File: src/rtl/if2id_fetch_queue.sv
// IF->ID instruction/PC queue: DEPTH-entry circular buffer feeding a registered output stage.
// Push-to-output latency is 1 edge at best; in_ready drops at full, freeze holds the output and blocks pop.
module if2id_fetch_queue #(
  parameter int unsigned        INSTR_W   = 32,
  parameter int unsigned        PC_W      = 32,
  parameter int unsigned        DEPTH     = 4,
  parameter logic [INSTR_W-1:0] NOP_INSTR = 32'hE000_0000,
  parameter int unsigned        CNT_W     = $clog2(DEPTH+1)
) (
  input  logic               clk,
  input  logic               rst,
  input  logic               in_valid,
  output logic               in_ready,
  input  logic [PC_W-1:0]    pc_in,
  input  logic [INSTR_W-1:0] instruction_in,
  input  logic               freeze,
  input  logic               flush,
  output logic [INSTR_W-1:0] instruction,
  output logic [PC_W-1:0]    pc_out,
  output logic               out_valid,
  output logic [CNT_W-1:0]   count
);

  localparam int unsigned PTR_W = $clog2(DEPTH);

  logic [INSTR_W-1:0] instr_mem [DEPTH];
  logic [PC_W-1:0]    pc_mem    [DEPTH];
  logic [PTR_W-1:0]   wr_ptr;
  logic [PTR_W-1:0]   rd_ptr;
  logic               push;
  logic               pop;

  always_comb begin
    in_ready = (count != CNT_W'(DEPTH));
    push     = in_valid & in_ready & ~flush;
    pop      = ~freeze & ~flush & (count != '0);
  end

  // Storage has no reset; validity is tracked entirely by count and the pointers.
  always_ff @(posedge clk) begin
    if (push && !rst) begin
      instr_mem[wr_ptr] <= instruction_in;
      pc_mem[wr_ptr]    <= pc_in;
    end
  end

  always_ff @(posedge clk) begin
    if (rst) begin
      count       <= '0;
      wr_ptr      <= '0;
      rd_ptr      <= '0;
      instruction <= NOP_INSTR;
      pc_out      <= '0;
      out_valid   <= 1'b0;
    end else if (flush) begin
      // Dropping everything is just catching the read pointer up; pc_out keeps its last value.
      count       <= '0;
      rd_ptr      <= wr_ptr;
      instruction <= NOP_INSTR;
      out_valid   <= 1'b0;
    end else begin
      if (push) begin
        wr_ptr <= wr_ptr + PTR_W'(1);
      end
      if (pop) begin
        rd_ptr      <= rd_ptr + PTR_W'(1);
        instruction <= instr_mem[rd_ptr];
        pc_out      <= pc_mem[rd_ptr];
        out_valid   <= 1'b1;
      end else if (!freeze) begin
        instruction <= NOP_INSTR;
        out_valid   <= 1'b0;
      end
      case ({push, pop})
        2'b10:   count <= count + CNT_W'(1);
        2'b01:   count <= count - CNT_W'(1);
        default: count <= count;
      endcase
    end
  end

endmodule

File: config.mk
export PLATFORM = sky130hd
export DESIGN_NAME = if2id_fetch_queue
export DESIGN_NICKNAME = d
export VERILOG_FILES = /design/src/rtl/if2id_fetch_queue.sv
export SDC_FILE = /design/constraint.sdc
export NUM_CORES = 1
export LEC_CHECK = 0
export CORE_MARGIN = 1
export CORE_UTILIZATION = 45
export DETAILED_ROUTE_END_ITERATION = 16
export GPL_ROUTABILITY_DRIVEN = 0
export GPL_TIMING_DRIVEN = 0
export PLACE_DENSITY_LB_ADDON = 0.12
export RECOVER_POWER = 25
export SETUP_SLACK_MARGIN = 0.2
export SLEW_MARGIN = 20
export SYNTH_ARGS = -nofsm -noshare
export SYNTH_HDL_FRONTEND = slang
export SYNTH_SLANG_ARGS = --single-unit
File: constraint.sdc
create_clock -name clk -period 3.6 [get_ports clk]
set_input_delay 1.08 -clock clk [delete_from_list [all_inputs] [get_ports clk]]
set_output_delay 1.08 -clock clk [all_outputs]
set_load 0.005 [all_outputs]
-- Word-level counts from Yosys, hierarchy flattened
Memories as Yosys holds them, arrays and structs flattened. A register that Yosys moved wholly into a read port is not among the register bits.
Cells that the tools add are included.
- memories: 2
- bits in latches: 0
- RAM bits: 256
- memory bits (read-only): 0
- bits in registers: 40
- word-level logic and storage cells: 40
- add/subtract/negate cells: 4
- bitwise operators: 6
- mux-type cells: 11
- $mul: 0
- magnitude comparators: 0
- divide/modulo/power cells: 0
- shift-type cells: 0
- reduce and logical (&&, ||, !) cells: 8
- equal/unequal tests: 4
- memory list (memory ; depth ; bits a word ; rd ports ; clocked after Yosys merged registers in ; write ports ; line ; text):
    instr_mem ; 4 ; 32 ; 1 ; 1 ; 1 ; 26 ; logic [INSTR_W-1:0] instr_mem [DEPTH];
    pc_mem ; 4 ; 32 ; 1 ; 1 ; 1 ; 27 ; logic [PC_W-1:0] pc_mem [DEPTH];
- operator list (operator ; number):
    2-to-1 mux 32 bit ; 2
    2-to-1 mux 2 bit ; 4
    one-hot mux 3 bit (2 select lines) ; 1
    adder 2 x 1 -> 2 bit, second input constant ; 2
    AND 1 bit ; 4
    2-to-1 mux 1 bit ; 4
    AND reduction 2 bit ; 2
    nonzero test 2 bit ; 2
    adder 3 x 1 -> 3 bit, second input constant ; 1
    != test 3 bit, second input constant ; 1
    nonzero test 3 bit ; 1
    subtractor 3 x 1 -> 3 bit, second input constant ; 1
    equality test 2 x 1 -> 1 bit, second input constant ; 1
    equality test 2 bit, second input constant ; 1
    != test 2 x 1 -> 1 bit, second input constant ; 1
    NOT 1 bit ; 2
    OR reduction 2 bit ; 1
    logical AND 1 bit ; 1
    logical NOT 1 bit ; 1

-- Logic depth before layout (Yosys ltp)
Gate-level depths: netlist of run 1.
- word-level depth: 7
- depth in mapped cells: 9

-- Worst setup path after synthesis of run 1
OpenSTA, ideal clock, no wires.
- kind: input port to flip-flop
- start point: input flush
- end point: memory instr_mem[2][0] (enable)
- arrival time: 3.129 ns
- stages on the path: 4
- library setup time: 0.429 ns
- setup slack: 0.042 ns
- path buffers: 1
- data required time: 3.171 ns
- path through: buf_6 nand2b_1 nor3_1 and2_1
- longest elaborated chain between the ends: 5
- RTL lines (element ; line ; text):
    start: declaration ; 17 ; input logic flush,
    NOT 1 bit (no line) ; - ;
    AND 1 bit ; 35 ; push = in_valid & in_ready & ~flush;
    logical AND 1 bit ; 41 ; if (push && !rst) begin
    2-to-1 mux 1 bit ; 41 ;
    2-to-1 mux 1 bit (not written as such) ; 42 ; instr_mem[wr_ptr] <= instruction_in;
    end: declaration ; 26 ;
Every way passes these cells.

-- Worst setup path in the final report of run 1
- start point: register count[2]
- end point: output in_ready
- longest elaborated chain between the ends: 1
- RTL lines (element ; line ; text):
    start: declaration ; 21 ; output logic [CNT_W-1:0] count
    start signal: assignment ; 75 ; 2'b10: count <= count + CNT_W'(1);
    start signal: assignment ; 76 ; 2'b01: count <= count - CNT_W'(1);
    start signal: assignment ; 77 ; default: count <= count;
    != test 3 bit ; 34 ; in_ready = (count != CNT_W'(DEPTH));
    end: declaration ; 13 ; output logic in_ready,
Every way passes these cells.

==> summary.txt, run 1 <==
Timing
  • Slew HR: 43.0%
  • Setup Viol. Count Final: 0
  • Slew Viols, Final: 0
  • Fin crit share: 84.7%
  • Final Skew: 11.9 ps
  • Fmax: 328 MHz
  • Final setup margin: 552 ps
  • Slew @ Worst Pin: 849 ps
  • Unrepaired setup endpoints after global routing: no
  • Final hold violation count: 0
  • Minimum clock period after layout: 3050 ps

Yosys
  • Post-Synthesis Cells: 547
  • Sequential fraction of the synthesis area: 77.5%
  • Most numerous cell in the Yosys netlist: edfxtp_1
  • Net Count, Synth: 622
  • Most used DFF post-synth: edfxtp_1
  • Post-synth ARST share: 0%
  • Synth cell types: 35
  • Yosys warnings: 0
  • Top-area cell type share of the netlist area: 65.0%
  • Area contributors post-synth: edfxtp_1, dfxtp_1, mux4_2
  • Yosys reg bits: 330
  • Syn Area/Cell: 21.6 µm²
  • Largest area contributor in the netlist: edfxtp_1
  • Post-synth EDFFs: 256
  • Commonest cells in the netlist: edfxtp_1, dfxtp_1, mux4_2
  • Cell Area, Synth: 11800 µm²

Global routing
  • Grt ovf: 0
  • Layer with the highest usage: met2
  • GR Layer Usage met1: 24.0%
  • Vias in the first global route: 6192
  • Tot GR Track Use: 17.6%
  • Met3 Usage GRT: 3.81%
  • Initial antenna violation count: 0
  • First-pass GRT wire length: 35100 µm
  • Met2 usage: 28.6%
  • Largest net degree at the start of global routing: 40

Clock tree
  • Cts-stage hold buffer count: 0
  • Post-cts repair resize count: 0
  • Num CTS Buffers: 35
  • Worst-path clk slew: 60 ps
  • Clock Sinks: 330
  • CTS tree: done
  • Clk_lat worst skew: 500 ps
  • Post-CTS Setup Inserts: 0
  • # H-tree levels: 2
  • Clock root buffer: clkbuf_16
  • Clk buf depth: 3

Critical path
  • Critical path's slowest cell: clkdlybuf4s50_1
  • Crit path kind: reg2out
  • CP Cell Sequence: nor3b_1, inv_1, clkdlybuf4s50_1
  • CP required: 2520 ps
  • R2r setup slk: 1240 ps
  • CP Max Fanout: 6
  • Crit path DAT: 1970 ps
  • Reg2reg path depth: 9
  • RR Endpoint: count[2]
  • R2r startpoint: count[2]
  • Critical Path Max Stage Delay: 500 ps
  • Crit. End Element: primary output
  • Startpoint types: register

Place
  • Inst Count DP: 1016
  • PortBufs: 135
  • Cell Area, Placed: 13700 µm²
  • DP Worst Slack: 278 ps
  • HPWL Detailed: 13800 µm

Floorplan
  • DIE WIDTH: 164 µm
  • Die H: 164 µm
  • Core Area: 25500 µm²
  • FP Rows: 58
  • Die area: 26900 µm²
  • # IOs: 138
  • Initial core utilization: 46.4%

Final layout
  • Area Overhead vs Synth: 25.2%
  • Layout Nets: 798
  • Post-layout util: 58.1%
  • Share of layout cells above drive strength 1: 19.7%
  • Fin cells: 1079
  • Final-layout fill cell count: 1901
  • Final Cell Area: 14800 µm²

Route
  • Wirelength per Cell: 21.0 µm
  • Routed vias/inst: 5.40
  • DRT antenna net count: 0
  • Residual DRC: 0
  • TritonRoute pass-1 iters: 4
  • Routed WL: 22700 µm
  • Initial DRC count: 452
  • Vias: 5827

Hold path
  • Hold endpoint: pc_out[17]
  • Hold crit path type: reg2reg
  • Worst hold path startpoint: pc_out[17]
  • Hold Path Stages: 1

Pwr
  • P_leak: 4.81 nW
  • Design Power: 7.91 mW
  • Power per cell area: 535 nW/µm²
  • VDD IR max: 0.357 mV

Flow run
  • Number of max-cap violations: 0

Run status
  • Outcome: completed
-- worst max path at each step --
stage                        start                to  slack (ps)
after floorplan              flush   instr_mem[0][0]         730
after global placement    in_valid  instr_mem[1][10]        -340
after detailed placement  in_valid      pc_mem[1][4]         280
after CTS                 count[2]          in_ready         520
after global routing      count[2]          in_ready         310
final                     count[2]          in_ready         550
-- where the power goes --
part	internal (mW)	switching (mW)
Combinational	0.191	0.167
Sequential	4.15	0.0154
Clock	2.04	1.35
Total	6.38	1.54
-- worst max-delay path, delay by kind of cell, from the launching register on --
kind / cells / cell delay [ps]
buffers and inverters: 2 / 650
flip-flops: 1 / 430
AND/OR/NAND/NOR: 1 / 380
-- cells in the final DEF (no fill, tap or decap), types with 7 or more instances in the layout --
cell	instances
buf_6	14
clkbuf_16	37
dlygate4sd3_1	44
clkbuf_1	19
dfxtp_1	74
clkdlybuf4s50_1	91
mux4_2	64
edfxtp_1	256
a22o_1	61
inv_1	7
-- final cells by class --
| class | instances | area (µm²) | area share (%) |
|---|---|---|---|
| flip-flops and latches | 330 | 9170 | 62.0 |
| inverters | 7 | 26.3 | 0.178 |
| plain buffers | 30 | 239 | 1.61 |
| well taps | 330 | 413 | 2.79 |
| diodes | 1 | 2.50 | 0.0169 |
| multi-input cells | 180 | 2400 | 16.2 |
| clock inverters | 8 | 65.1 | 0.440 |
| repair buffers | 139 | 1450 | 9.82 |
| clock buffers | 54 | 1030 | 6.96 |
-- kinds of logic after synthesis --
| logic type | count (synthesis) | share of synthesized area, % |
|---|---|---|
| muxes | 64 | 12.2 |
| adders and majority gates | 6 | 0.698 |
| buffers and inverters | 37 | 2.24 |
| DFF | 330 | 77.5 |
| xor gates and xnor gates | 2 | 0.148 |
| AOI/OAI and AO/OA | 78 | 5.51 |
| and+or+nand+nor | 30 | 1.66 |
-- flip-flops by register name, summed over array words and instances (netlist names), named ones only --
| signal | count |
|---|---|
| pc_out | 32 |
| instruction | 32 |
| out_valid | 1 |
| count | 3 |
| pc_mem | 128 |
| instr_mem | 128 |
| wr_ptr | 2 |
| rd_ptr | 2 |
-- per-layer routing --
layer	vias up	routed length (µm)
met1	3031	10100
met2	139	11000
met4	0	435
met3	36	1100
met5	-	0
li1	2621	-
-- per-stage QoR --
step	TNS (ps)	hold WS, ps
global route	0	485
CTS	0	477
detailed placement	0	462
floorplan	0	461
finish	0	473
global placement	-84060	456
Note: power is estimated with default switching activity, not from simulation.
==> inputs of run 2 (changes only) <==
- clock period: 3.6 -> 2.95 ns (I/O delays scaled with it)
==> run 2 against run 1 <==
Against the previous run: via count hardly changed; critical path depth stayed put; die area stayed put; utilization is 0.064 points higher; worst hold slack hardly changed; combinational power is 22% higher; clock skew is 0.93 ps higher; total power is 22% higher; cell area is 0.11% higher; register-to-register slack worse by 700 ps; critical endpoint unchanged; largest cell class unchanged; highest routed layer unchanged.
==> summary.txt, run 2 (same netlist as run 1, synthesis figures left out) <==
Global routing
  • Tot GR Track Use: 17.6% (unchanged)
  • First-pass GRT wire length: 35100 µm (unchanged)
  • Grt ovf: 0 (unchanged)
  • Initial antenna violation count: 0 (unchanged)
  • Vias in the first global route: 6192 (unchanged)
  • Largest net degree at the start of global routing: 40 (unchanged)

Critical path
  • CP Cell Sequence: nor3b_4, inv_1, clkdlybuf4s50_1
  • Critical path's slowest cell: clkdlybuf4s50_1
  • Crit path DAT: 1780 ps (-190 ps)
  • Crit path kind: reg2out
  • CP required: 2070 ps (-450 ps)
  • Critical Path Max Stage Delay: 490 ps (about the same)
  • CP Max Fanout: 6 (unchanged)
  • Crit. End Element: primary output
  • Startpoint types: register

Final layout
  • Area Overhead vs Synth: 25.3%
  • Fin cells: 1079 (unchanged)
  • Largest registers: instr_mem: 128 flops, pc_mem: 128 flops
  • Post-layout util: 58.2% (+0.064 points)
  • Share of layout cells above drive strength 1: 19.9% (+0.24 points)
  • Layout Nets: 799 (+0.13%)
  • Final Cell Area: 14800 µm² (+0.11%)
  • Commonest cells after routing, fill and taps aside: edfxtp_1, clkdlybuf4s50_1, dfxtp_1, mux4_2, a22o_1
  • Most common cell after layout, fill and taps aside: edfxtp_1
  • Antenna cells: 0 (-1)

Timing
  • Fin Setup TNS: 0 ps (unchanged)
  • Final Skew: 12.8 ps (+0.931 ps)
  • Minimum clock period after layout: 2660 ps
  • Fmax: 376 MHz
  • Unrepaired setup endpoints after global routing: no
  • Fin crit share: 90.2%
  • Setup Viol. Count Final: 0 (unchanged)
  • Fin Hold WS: 473 ps (+0.0330 ps)
  • Slew Viols, Final: 0 (unchanged)
  • Slew HR: 43.0% (about the same)
  • Final hold violation count: 0 (unchanged)
  • Slew @ Worst Pin: 848 ps (-0.633 ps)

Route
  • Vias: 5832 (+0.086%)
  • Wirelength per Cell: 21.1 µm (+0.16%)
  • Routed WL: 22700 µm (+0.16%)
  • Initial DRC count: 442 (-2.2%)
  • Residual DRC: 0 (unchanged)
  • TritonRoute pass-1 iters: 4 (unchanged)
  • Routed vias/inst: 5.41 (about the same)
  • DRT antenna net count: 0 (unchanged)

Clock tree
  • Clock Sinks: 330 (unchanged)
  • Clk_lat worst skew: 500 ps (about the same)
  • Clock root buffer: clkbuf_16
  • Worst-path clk slew: 60 ps (about the same)
  • # H-tree levels: 2 (unchanged)
  • Cts-stage hold buffer count: 0 (unchanged)
  • Num CTS Buffers: 35 (unchanged)
  • Clk buf depth: 3 (unchanged)
  • CTS tree: done

Pwr
  • Power per cell area: 652 nW/µm² (+22%)
  • VDD IR max: 0.436 mV (+22%)
  • P_leak: 4.82 nW (+0.15%)

Place
  • PortBufs: 135 (unchanged)
  • HPWL Detailed: 13800 µm (unchanged)
  • Cell Area, Placed: 13700 µm² (unchanged)
  • Inst Count DP: 1016 (unchanged)

Floorplan
  • Die area: 26900 µm² (unchanged)
  • DIE WIDTH: 164 µm (unchanged)
  • Initial core utilization: 46.4% (unchanged)
  • # IOs: 138 (unchanged)
  • Core Area: 25500 µm² (unchanged)
  • FP Rows: 58 (unchanged)
  • Die H: 164 µm (unchanged)

Flow run
  • Number of max-cap violations: 0 (unchanged)

Hold path
  • Hold crit path type: reg2reg

Run status
  • Outcome: completed
[run 2: cell type report]
| cell class | instances | area (µm²) |
|---|---|---|
| Buffer | 30 | 239 |
| Timing Repair Buffer | 140 | 1460 |
| Sequential cell | 330 | 9170 |
| Inverter | 7 | 26.3 |
| Clock buffer | 54 | 1030 |
| Clock inverter | 8 | 65.1 |
| Fill cell | 1897 | 10700 |
| Multi-Input combinational cell | 180 | 2410 |
| Tap cell | 330 | 413 |
[run 2: layer usage]
layer	vias to the layer above	share of wire, %	global-route usage (%)	wire length [µm]
li1	2622	-	-	-
met3	36	5.0	3.81	1140
met5	-	0	0	0
met4	0	1.9	4.88	435
met1	3032	44	24.0	10100
met2	142	49	28.6	11100
[run 2: repair_timing]
item                                    CTS  global route
endpoints found under the setup margin    1             1
cloned                                    0             0
hold endpoints to repair                  0             0
buffers inserted                          0             1
resized for setup                         1             1
[run 2: critical path, delay by kind of cell, from the launching register on]
kind	cells	cell delay [ps]
buffers and inverters	2	600
DFF	1	440
and+or+nand+nor	1	240
[run 2: through the flow]
| step | worst slack [ps] | total power, mW |
|---|---|---|
| floorplan | 280 | 5.42 |
| global placement | -796 | 5.61 |
| detailed placement | -177 | 5.63 |
| CTS | 212 | 9.78 |
| global route | 153 | 9.99 |
| finish | 289 | 9.66 |
[run 2: path summary, 6_finish.rpt]
| check | depth (start not counted) | end | from | slack [ps] |
|---|---|---|---|---|
| setup reg to reg | 5 | pc_mem[1][4] | count[0] | 540 |
| setup / recovery | 3 | in_ready | count[2] | 290 |
| hold / removal | 1 | pc_out[17] | pc_out[17] | 470 |
| hold reg to reg | 1 | pc_out[17] | pc_out[17] | 470 |
[run 2: report_power, final]
| part | switching, mW | internal [mW] | total (mW) |
|---|---|---|---|
| sequential | 0.0192 | 5.06 | 5.08 |
| clock | 1.65 | 2.49 | 4.14 |
| combinational | 0.203 | 0.233 | 0.436 |
| total | 1.88 | 7.78 | 9.66 |
